### src/rtl/cube_pkg.sv
// Shared cube definitions: sticker layout, frame bytes and FSM encoding.
// Feature macro used by consumers: CUBE_TX_CHECKSUM_EN.
package cube_pkg;

  localparam int STICKER_W    = 3;
  localparam int NUM_STICKERS = 54;
  localparam int CUBE_W       = STICKER_W * NUM_STICKERS;

  localparam logic [7:0] HDR_SOLVED   = 8'h53;
  localparam logic [7:0] HDR_UNSOLVED = 8'h43;
  localparam logic [7:0] TRAILER      = 8'h0A;
  localparam logic [7:0] BAD_STICKER  = 8'h3F;
  localparam logic [7:0] DIGIT_0      = 8'h30;

  localparam logic [5:0] LAST_IDX = 6'd53;

  typedef enum logic [2:0] {
    ST_IDLE,
    ST_HEADER,
    ST_STICKER,
    ST_CHECKSUM,
    ST_TRAILER
  } tx_state_t;

  function automatic logic [7:0] sticker_ascii(
    input logic [STICKER_W-1:0] code
  );
    return (code < 3'd6) ? DIGIT_0 + {5'd0, code}
                         : BAD_STICKER;
  endfunction

  function automatic logic [CUBE_W-1:0] build_solved();
    logic [CUBE_W-1:0] c;
    c = '0;
    for (int i = 0; i < NUM_STICKERS; i++)
      c[i*STICKER_W +: STICKER_W] = 3'(i / 9);
    return c;
  endfunction

  localparam logic [CUBE_W-1:0] SOLVED_CUBE = build_solved();

endpackage

### src/rtl/uart_byte_tx.sv
// 8N1 byte serializer, LSB first, with a valid/ready byte handshake.
// ready is also high in the last stop-bit cycle so bytes chain gap-free.
module uart_byte_tx #(
  parameter int CLKS_PER_BIT = 434
) (
  input  logic       clk,
  input  logic       rst,
  input  logic       valid,
  input  logic [7:0] data,
  output logic       ready,
  output logic       tx
);

  localparam int CW =
    (CLKS_PER_BIT > 1) ? $clog2(CLKS_PER_BIT) : 1;
  localparam logic [CW-1:0] BAUD_LAST =
    CW'(CLKS_PER_BIT - 1);

  logic          active;
  logic [CW-1:0] baud_cnt;
  logic [3:0]    bit_cnt;
  logic [7:0]    shreg;
  logic          bit_end;
  logic          stop_end;
  logic          take;

  assign bit_end  = active && (baud_cnt == BAUD_LAST);
  assign stop_end = bit_end && (bit_cnt == 4'd9);
  assign ready    = !active || stop_end;
  assign take     = valid && ready;

  always_ff @(posedge clk or negedge rst) begin
    if (!rst) begin
      active   <= 1'b0;
      baud_cnt <= '0;
      bit_cnt  <= '0;
      shreg    <= '0;
    end else if (take) begin
      active   <= 1'b1;
      baud_cnt <= '0;
      bit_cnt  <= '0;
      shreg    <= data;
    end else if (active) begin
      if (bit_end) begin
        baud_cnt <= '0;
        if (bit_cnt == 4'd9) begin
          active  <= 1'b0;
          bit_cnt <= '0;
        end else begin
          bit_cnt <= bit_cnt + 4'd1;
        end
        // data bits leave from bit 0; start bit does not shift
        if (bit_cnt != 4'd0)
          shreg <= {1'b0, shreg[7:1]};
      end else begin
        baud_cnt <= baud_cnt + 1'b1;
      end
    end
  end

  always_comb begin
    tx = 1'b1;
    if (active) begin
      unique case (1'b1)
        (bit_cnt == 4'd0): tx = 1'b0;
        (bit_cnt == 4'd9): tx = 1'b1;
        default:           tx = shreg[0];
      endcase
    end
  end

endmodule

### src/rtl/cube_uart_tx.sv
// Cube state host-link transmitter: one ASCII frame per start pulse.
// Define CUBE_TX_CHECKSUM_EN to append an XOR checksum before the trailer.
module cube_uart_tx
  import cube_pkg::*;
#(
  parameter int CLKS_PER_BIT = 434
) (
  input  logic              clk,
  input  logic              rst,
  input  logic              start,
  input  logic [CUBE_W-1:0] cube_state,
  input  logic              solved,
  output logic              tx,
  output logic              busy,
  output logic              done
);

  tx_state_t         state, state_n;
  logic [5:0]        idx, idx_n;
  logic [CUBE_W-1:0] snap;
  logic              done_n;

  logic              byte_valid;
  logic [7:0]        byte_data;
  logic              byte_ready;
  logic              hs;
  logic [5:0]        nxt;

  assign hs   = byte_valid && byte_ready;
  assign nxt  = idx + 6'd1;
  assign busy = (state != ST_IDLE);

`ifdef CUBE_TX_CHECKSUM_EN
  logic [7:0] chk;
  logic       chk_acc;

  assign chk_acc = (state == ST_HEADER) ||
                   ((state == ST_STICKER) && (idx != LAST_IDX));

  always_ff @(posedge clk or negedge rst) begin
    if (!rst)
      chk <= '0;
    else if (hs && state == ST_IDLE)
      chk <= byte_data;
    else if (hs && chk_acc)
      chk <= chk ^ byte_data;
  end
`endif

  always_ff @(posedge clk or negedge rst) begin
    if (!rst) begin
      state <= ST_IDLE;
      idx   <= '0;
      snap  <= '0;
      done  <= 1'b0;
    end else begin
      state <= state_n;
      idx   <= idx_n;
      done  <= done_n;
      if (hs && state == ST_IDLE)
        snap <= cube_state;
    end
  end

  // Each state names the byte in flight; the comb logic offers the next one.
  always_comb begin
    state_n = state;
    idx_n   = idx;
    done_n  = 1'b0;
    unique case (state)
      ST_IDLE:
        if (hs) state_n = ST_HEADER;
      ST_HEADER:
        if (hs) begin
          state_n = ST_STICKER;
          idx_n   = '0;
        end
      ST_STICKER:
        if (hs) begin
          if (idx == LAST_IDX) begin
`ifdef CUBE_TX_CHECKSUM_EN
            state_n = ST_CHECKSUM;
`else
            state_n = ST_TRAILER;
`endif
          end else begin
            idx_n = nxt;
          end
        end
      ST_CHECKSUM:
        if (hs) state_n = ST_TRAILER;
      ST_TRAILER:
        if (byte_ready) begin
          state_n = ST_IDLE;
          done_n  = 1'b1;
        end
      default: state_n = ST_IDLE;
    endcase
  end

  always_comb begin
    byte_valid = 1'b0;
    byte_data  = TRAILER;
    unique case (state)
      ST_IDLE: begin
        byte_valid = start;
        byte_data  = solved ? HDR_SOLVED : HDR_UNSOLVED;
      end
      ST_HEADER: begin
        byte_valid = 1'b1;
        byte_data  = sticker_ascii(snap[STICKER_W-1:0]);
      end
      ST_STICKER: begin
        byte_valid = 1'b1;
        if (idx != LAST_IDX)
          byte_data = sticker_ascii(
            snap[int'(nxt)*STICKER_W +: STICKER_W]);
        else
`ifdef CUBE_TX_CHECKSUM_EN
          byte_data = chk;
`else
          byte_data = TRAILER;
`endif
      end
      ST_CHECKSUM: begin
        byte_valid = 1'b1;
        byte_data  = TRAILER;
      end
      ST_TRAILER: begin
        byte_valid = 1'b0;
        byte_data  = TRAILER;
      end
      default: begin
        byte_valid = 1'b0;
        byte_data  = TRAILER;
      end
    endcase
  end

  uart_byte_tx #(
    .CLKS_PER_BIT(CLKS_PER_BIT)
  ) u_byte (
    .clk  (clk),
    .rst  (rst),
    .valid(byte_valid),
    .data (byte_data),
    .ready(byte_ready),
    .tx   (tx)
  );

endmodule

### config.mk
export PLATFORM = sky130hd
export DESIGN_NAME = cube_uart_tx
export DESIGN_NICKNAME = d
export VERILOG_FILES = /design/src/rtl/cube_pkg.sv /design/src/rtl/uart_byte_tx.sv /design/src/rtl/cube_uart_tx.sv
export SDC_FILE = /design/constraint.sdc
export NUM_CORES = 1
export LEC_CHECK = 0
export CAP_MARGIN = 20
export CORE_MARGIN = 5
export CORE_UTILIZATION = 48
export CTS_CLUSTER_SIZE = 14
export DETAILED_ROUTE_END_ITERATION = 7
export PLACE_DENSITY = 0.88
export SLEW_MARGIN = 15
export SYNTH_ARGS = -nofsm -noshare
export SYNTH_HDL_FRONTEND = slang
export SYNTH_HIERARCHICAL = 1
export SYNTH_SLANG_ARGS = --single-unit
### constraint.sdc
create_clock -name clk -period 3 [get_ports clk]
set_input_delay 0.6 -clock clk [delete_from_list [all_inputs] [get_ports clk]]
set_output_delay 0.6 -clock clk [all_outputs]
set_load 0.01 [all_outputs]
==> results of run 1 <==
registers in the layout, indices dropped and copies added (netlist names):
signal           flops
u_byte/bit_cnt       4
u_byte/active        1
idx                  6
snap               162
u_byte/shreg         8
u_byte/baud_cnt      9
state                3
done                 1
cells by family (layout without fill, tap and decap cells):
family / count (synthesis) / in the layout / synth area share [%]
multiplexers: 228 / 228 / 33.2
AND/OR/NAND/NOR: 97 / 97 / 5.17
buffers and inverters: 50 / 229 / 2.72
flip-flops: 194 / 194 / 52.5
XOR/XNOR: 9 / 9 / 0.852
AO/OA/AOI/OAI: 64 / 64 / 4.59
adder cells (fa/ha/maj): 7 / 7 / 0.947
other: 1 / 1 / 0.0406
cell usage in the layout (no fill, tap or decap), types with 4 or more instances in the layout:
master           count
a31oi_1              4
clkbuf_16           17
nor3_1              10
buf_12               6
nand2_1             34
inv_1                9
nor2_1              11
dfrtp_1            193
mux4_2              33
xnor2_1              5
buf_4               15
a21oi_1             12
ha_1                 6
mux4_1              10
o21ai_0             23
nor2b_1              5
mux2_2             169
or3_1                5
mux2i_1             16
nand3_1             13
o31ai_1              4
nand2b_1             7
clkdlybuf4s50_1    167
worst reg2reg max path, stage by stage (launching register included):
cell	delay (ns)
dfrtp_4	0.44
buf_12	0.19
buf_4	0.37
mux4_2	0.56
mux2i_1	0.23
mux2_2	0.21
o221ai_1	0.16
a21oi_1	0.18
o21bai_1	0.10
nand2_1	0.06
o21ai_0	0.08
cell type report:
class,instances,area [um^2],area share [%]
Tap cell,260,325,2.74
Inverter,9,33.8,0.284
Clock inverter,13,148,1.24
Multi-Input combinational cell,406,4160,35.1
Sequential cell,194,4860,40.9
Clock buffer,18,429,3.61
Timing Repair Buffer,189,1920,16.2
metrics by stage:
| step | std cells | setup slack [ns] | hold WS, ns | power [mW] | area [um^2] |
|---|---|---|---|---|---|
| after floorplan | 650 | 0.108 | 0.304 | 2.68 | 9250 |
| after global placement | 1058 | 0.286 | 0.478 | 2.97 | 11300 |
| after detailed placement | 1058 | 0.226 | 0.487 | 2.97 | 11300 |
| after CTS | 1089 | 0.210 | 0.199 | 5.19 | 11900 |
| after global routing | 1089 | 0.0859 | 0.223 | 5.32 | 11900 |
| final | 1089 | 0.283 | 0.180 | 5.14 | 11900 |
power by group through the flow:
| stage | registers [mW] | logic, mW | clock network, mW |
|---|---|---|---|
| after floorplan | 2.67 | 0.00854 | 0 |
| after global placement | 2.67 | 0.298 | 0 |
| after detailed placement | 2.67 | 0.300 | 0 |
| after CTS | 2.62 | 0.301 | 2.27 |
| after global routing | 2.62 | 0.318 | 2.38 |
| final | 2.62 | 0.294 | 2.23 |
repair_timing:
action	4_1_cts	5_1_grt
setup endpoints to repair	0	4
hold endpoints to repair	0	0
resized for setup	0	1
layer usage:
layer  track usage, %  wire [um]  vias to the layer above
met5                0          0                        -
met4             6.32        469                        0
met3             4.50       1150                       36
met2             32.5      10600                      173
met1             25.7       8760                     3018
li1                 -          -                     2742
worst max path at each step:
stage                                  start         endpoint  slack, ns  cells after the start
after global placement    u_byte/baud_cnt[1]         snap[24]       0.29                      8
final                                 idx[0]  u_byte/shreg[1]       0.28                     10
after CTS                 u_byte/baud_cnt[1]         snap[17]       0.21                      8
after floorplan           u_byte/baud_cnt[1]        snap[100]       0.11                     11
after global routing                  idx[0]  u_byte/shreg[0]       0.09                     10
after detailed placement  u_byte/baud_cnt[1]         snap[41]       0.23                      8
==> flow_summary_export.csv, run 1 <==
group,metric,value,unit
power_and_ir_drop,p_int,3.99,mW
cts,htree_levels,4,
synthesis,synth_top_area_share,52.5,%
cts,hold_buffers,0,
cts,cts_buffers,17,
final_layout,area_delta_synth_final,28.4,%
sta,fmax,368,MHz
worst_hold_path,min_path_type,"input port to asynchronous set/reset pin",
critical_path,regToRegSetupSlack,0.28,ns
detailed_routing,drc,0,
synthesis,ys_types,50,
cts,post_cts.repair.setup_buffers,0,
critical_path,crit_fanout,20,
global_route,antenna_found_initial,0,
sta,tns,0,ns
final_layout,fin_nets,990,
sta,final.period_utilization,90.6,%
critical_path,cpPeakStageDelay,0.56,ns
final_layout,utilization,63.1,%
synthesis,synthArstFlopShare,100,%
floorplan,die-area,0.0221,mm^2
synthesis,netlist_area,0.00925,mm^2
floorplan,fp.dieH,149,um
cts,cts_max_path_buffers,2,
final_layout,layout-drive-gt1-share,31.6,%
sta,worst_pin_slew,0.757,ns
detailed_routing,first_pass_iters,5,
power_and_ir_drop,p_per_area,433,mW/mm^2
synthesis,ys_seq_area_share,52.5,%
critical_path,crit_path_cell_trace,"buf_12 -> buf_4 -> mux4_2 -> mux2i_1 -> mux2_2 -> o221ai_1 -> a21oi_1 -> o21bai_1 -> nand2_1 -> o21ai_0",
detailed_routing,drt_iter0_markers,287,
global_route,globalRouteOverflowTotal,0,
power_and_ir_drop,pwr-share-clk,43.3,%
place,hpwl,15.3,mm
power_and_ir_drop,seqPwrFrac,51.0,%
synthesis,synth_edf_count,0,
critical_path,worstSetupEndpointType,"register",
synthesis,synth_commonest_cells,"dfrtp_1, mux2_2, nand2_1",
floorplan,core_area,0.0188,mm^2
sta,maxSlewViolCount,0,
detailed_routing,avgRoutedWirePerCell,19.3,um
sta,hold_viol_final,0,
floorplan,start_util,49.1,%
run_status,status,"complete, no violations",
synthesis,yosys.cell_count.top_type,"dfrtp_1",
synthesis,synth_cells,650,
floorplan,fp-row-count,50,
critical_path,crit_type,"register to register",
synthesis,yosys-top-cells-area,"dfrtp_1, mux2_2, mux4_2, mux4_1, mux2i_1",
sta,min_period,2.72,ns
critical_path,r2r_end,"u_byte/shreg[1]",
critical_path,worst-path-buf-inv,2,
critical_path,critPathTopFamily,"multiplexers",
cts,clk_pin_slew,0.07,ns
synthesis,syn_avg_cell_area,14.2,um^2
sta,rsz0062_at_grt,"false",
power_and_ir_drop,ir_drop,0.000345,V
sta,slew_headroom,49.3,%
cts,cts_tree,"done",
global_route,grt_pass1_vias,6365,
global_route,grt_max_degree,99,
floorplan,ios,169,
synthesis,ys_warn_count,6,
power_and_ir_drop,comb_power_share,5.7,%
sta,skew,0.0196,ns
critical_path,cp.required,3.30,ns
critical_path,worstPathArrival,3.01,ns
cts,clkSinkCount,194,
sta,finalSetupViolations,0,
floorplan,die_w,149,um
global_route,grtUsageTotal,19.6,%
power_and_ir_drop,swShare,22.4,%
final_layout,antenna_cells,0,
critical_path,cp_slowest_cell,"mux4_2",
critical_path,reg2reg_depth,10,
power_and_ir_drop,power_switching,1.15,mW
synthesis,yosys_register_bits,194,
final_layout,fillers,1364,
detailed_routing,via_per_inst,5.48,
critical_path,cp-start-kind,"register",
power_and_ir_drop,p_leak,5.54,nW
place,io_buffer_count,168,
global_route,grt_pass1_wl,33.7,mm
place,gp_congestion,0.821,
synthesis,synthFlopType,"dfrtp_1",
run,cap_viol_max_count,0,
cts,cts_root_buffer,"clkbuf_16",
critical_path,rr_startpoint,"idx[0]",
cts,insertion_delay,0.44,ns
synthesis,synth_nets,823,
detailed_routing,drt.antenna.violating_nets,0,
synthesis,synth_area_leader_cell,"dfrtp_1",
detailed_routing,vias,5969,
detailed_routing,finalWirelength,21.0,mm
Power figures use the tool's default switching activity.
==> run 2, diff against run 1 <==
--- a/config.mk
+++ b/config.mk
@@ -11,6 +11,7 @@
 export CTS_CLUSTER_SIZE = 14
 export DETAILED_ROUTE_END_ITERATION = 7
 export PLACE_DENSITY = 0.88
+export SKIP_LAST_GASP = 1
 export SLEW_MARGIN = 15
 export SYNTH_ARGS = -nofsm -noshare
 export SYNTH_HDL_FRONTEND = slang
==> results of run 2 <==
The final DEF is identical to that of run 1; final timing and power are the same.
==> run 3, diff against run 2 <==
--- a/config.mk
+++ b/config.mk
@@ -5,12 +5,13 @@
 export SDC_FILE = /design/constraint.sdc
 export NUM_CORES = 1
 export LEC_CHECK = 0
+export ABC_AREA = 1
 export CAP_MARGIN = 20
 export CORE_MARGIN = 5
 export CORE_UTILIZATION = 48
 export CTS_CLUSTER_SIZE = 14
 export DETAILED_ROUTE_END_ITERATION = 7
-export PLACE_DENSITY = 0.88
+export PLACE_DENSITY = 0.87
 export SKIP_LAST_GASP = 1
 export SLEW_MARGIN = 15
 export SYNTH_ARGS = -nofsm -noshare
==> run 3 against run 2 <==
Net effect:
- core utilization fell by 2.2 points
- via count rose by 36%
- register-to-register slack improved by 0.11 ns
- design area up 3.4%
- global-route usage increased by 1.7 points
- non-clock buffer count is the same
- critical path depth up 7
==> flow_summary_export.csv, run 3 <==
group,metric,value,unit
final_layout,stdcell_area,0.0123,mm^2
synthesis,synthArstFlopShare,100,%
cts,clk_pin_slew,0.08,ns
synthesis,yosys.cell_count.top_type,"nand2_1",
final_layout,mostFrequentLayoutCells,"nand2_1, dfrtp_1, nor2_1",
power_and_ir_drop,p_per_area,433,mW/mm^2
sta,fmax,384,MHz
detailed_routing,finalWirelength,24.4,mm
critical_path,worst-path-buf-inv,4,
run_status,status,"complete, no violations",
detailed_routing,avgRoutedWirePerCell,15.6,um
floorplan,core_area,0.0202,mm^2
global_route,antenna_found_initial,1,
detailed_routing,drt_iter0_markers,523,
worst_hold_path,min_path_type,"input port to asynchronous set/reset pin",
synthesis,synth_commonest_cells,"nand2_1, dfrtp_1, nor2_1",
critical_path,worstSetupEndpointType,"register",
critical_path,crit_path_cell_trace,"buf_12 -> inv_2 -> buf_4 -> o21ai_0 -> nand3_1 -> nand3_1 -> nand3_1 -> nand3_1 -> nand2_1 -> nand2_1 -> nand2_1 -> nand2_1 -> nand2_1 -> inv_1 -> nand4_1 -> nand3_1 -> nand2_1",
cts,cts_root_buffer,"clkbuf_16",
place,place_area,0.0117,mm^2
sta,maxSlewViolCount,0,
cts,cts_resized,0,
sta,final.period_utilization,86.9,%
floorplan,start_util,48.6,%
synthesis,synth_cells,1127,
power_and_ir_drop,p_leak,6.33,nW
critical_path,cp.required,3.32,ns
cts,cts_tree,"done",
critical_path,worstPathArrival,2.93,ns
sta,skew,0.0123,ns
sta,finalSetupViolations,0,
global_route,grt_pass1_wl,40.7,mm
cts,clkSinkCount,194,
power_and_ir_drop,comb_power_share,7.8,%
critical_path,cp_slowest_cell,"dfrtp_4",
critical_path,path_depth,17,
synthesis,synth_area_leader_cell,"dfrtp_1",
synthesis,synth_nets,1300,
detailed_routing,vias,8128,
cts,post_cts.repair.setup_buffers,0,
sta,fin_ws,0.393,ns
final_layout,area_delta_synth_final,25.1,%
power_and_ir_drop,p_total,5.32,mW
critical_path,crit_top_cell,"nand2_1",
cts,insertion_delay,0.44,ns
critical_path,crit_path_end,"u_byte/shreg[3]",
final_layout,utilization,60.9,%
final_layout,largest_reg_flops,162,
synthesis,ys_seq_area_share,49.5,%
critical_path,cp-start-kind,"register",
detailed_routing,via_per_inst,5.22,
critical_path,crit_fanout,87,
final_layout,regMostFlops,"snap",
cts,cts_buffers,17,
synthesis,ys_types,35,
cts,hold_buffers,0,
critical_path,regToRegSetupSlack,0.39,ns
power_and_ir_drop,power_switching,1.30,mW
final_layout,fin_nets,1448,
floorplan,fp-row-count,52,
global_route,grt_max_degree,88,
detailed_routing,first_pass_iters,5,
synthesis,netlist_area,0.00981,mm^2
final_layout,fin_cells,1558,
global_route,grt_pass1_vias,8321,
sta,timing.hold.ws,0.204,ns
place,gp_congestion,0.849,
power_and_ir_drop,p_int,4.01,mW
place,hpwl,17.6,mm
final_layout,antenna_cells,0,
sta,rsz0062_at_grt,"false",
synthesis,syn_avg_cell_area,8.71,um^2
floorplan,die-area,0.0234,mm^2
global_route,grtUsageTotal,21.3,%
place,dp_slack,0.415,ns
synthesis,ys_warn_count,6,
power_and_ir_drop,ir_drop,0.000357,V
cts,cts_max_path_buffers,2,
detailed_routing,drc,0,
power_and_ir_drop,seqPwrFrac,51.0,%
synthesis,synth_edf_count,0,
sta,min_period,2.61,ns
critical_path,rr_startpoint,"idx[0]",
power_and_ir_drop,swShare,24.5,%
critical_path,cp-startpoint,"idx[0]",
place,placedCellCount,1526,
run,cap_viol_max_count,0,
critical_path,crit_type,"register to register",
floorplan,ios,169,
sta,slew_headroom,57.6,%
power_and_ir_drop,pwr-share-clk,41.1,%
final_layout,layout-drive-gt1-share,7.45,%
synthesis,yosys_register_bits,194,
global_route,globalRouteOverflowTotal,0,
synthesis,yosys-top-cells-area,"dfrtp_1, mux2_1, nand2_1, nor2_1, nand3_1",
floorplan,fp.dieH,153,um
critical_path,r2r_end,"u_byte/shreg[3]",
synthesis,synthFlopType,"dfrtp_1",
critical_path,reg2reg_depth,17,
critical_path,cpPeakStageDelay,0.47,ns
floorplan,die_w,153,um
detailed_routing,drt.antenna.violating_nets,0,
sta,tns,0,ns
sta,hold_viol_final,0,
sta,worst_pin_slew,0.636,ns
critical_path,critPathTopFamily,"simple AND/OR/NAND/NOR gates",
final_layout,reg.largest.list,"snap (162), u_byte/baud_cnt (9), u_byte/shreg (8)",
place,io_buffer_count,168,
synthesis,synth_top_area_share,49.5,%
final_layout,layout_commonest_cell,"nand2_1",
cts,htree_levels,4,
[run 3: kinds of logic after synthesis]
| kind of cell | Yosys count | synth area share, % |
|---|---|---|
| fa+ha+maj | 7 | 0.893 |
| flops | 194 | 49.5 |
| buf+inv | 178 | 8.35 |
| mux | 98 | 11.2 |
| simple gates | 499 | 21.5 |
| compound gates | 140 | 7.42 |
| xor+xnor | 10 | 1.05 |
| other cells | 1 | 0.0382 |
[run 3: power groups by stage]
stage,Clock [mW],Sequential (mW),Combinational (mW)
2_1_floorplan,0,2.75,0.110
3_3_place_gp,0,2.76,0.411
3_5_place_dp,0,2.76,0.420
4_1_cts,2.24,2.71,0.422
5_1_grt,2.35,2.72,0.456
6_report,2.19,2.71,0.417
[run 3: how the worst min path moves through the flow]
stage / from / to / slack (ns) / cells after the start
3_5_place_dp: u_byte/shreg[1] / u_byte/shreg[1] / 0.47 / 2
6_report: rst / snap[115] / 0.20 / 1
2_1_floorplan: rst / done / 0.30 / 0
3_3_place_gp: u_byte/shreg[5] / u_byte/shreg[5] / 0.46 / 2
4_1_cts: rst / snap[103] / 0.21 / 1
5_1_grt: rst / snap[112] / 0.23 / 1
[run 3: layout make-up]
| class | instances | area, um^2 |
|---|---|---|
| Clock buffer | 17 | 425 |
| Clock inverter | 15 | 138 |
| Fill cell | 1698 | 7890 |
| Inverter | 118 | 444 |
| Multi-Input combinational cell | 755 | 4160 |
| Sequential cell | 194 | 4860 |
| Tap cell | 270 | 338 |
| Timing Repair Buffer | 189 | 1920 |
[run 3: routing by layer]
metal	global-route usage [%]	part of all wire [%]	vias up	routed length (um)
li1	-	-	3918	-
met1	27.5	42	3917	10300
met2	34.8	49	245	11900
met3	5.63	6.1	46	1490
met4	7.38	2.5	2	609
met5	0	0.045	-	11
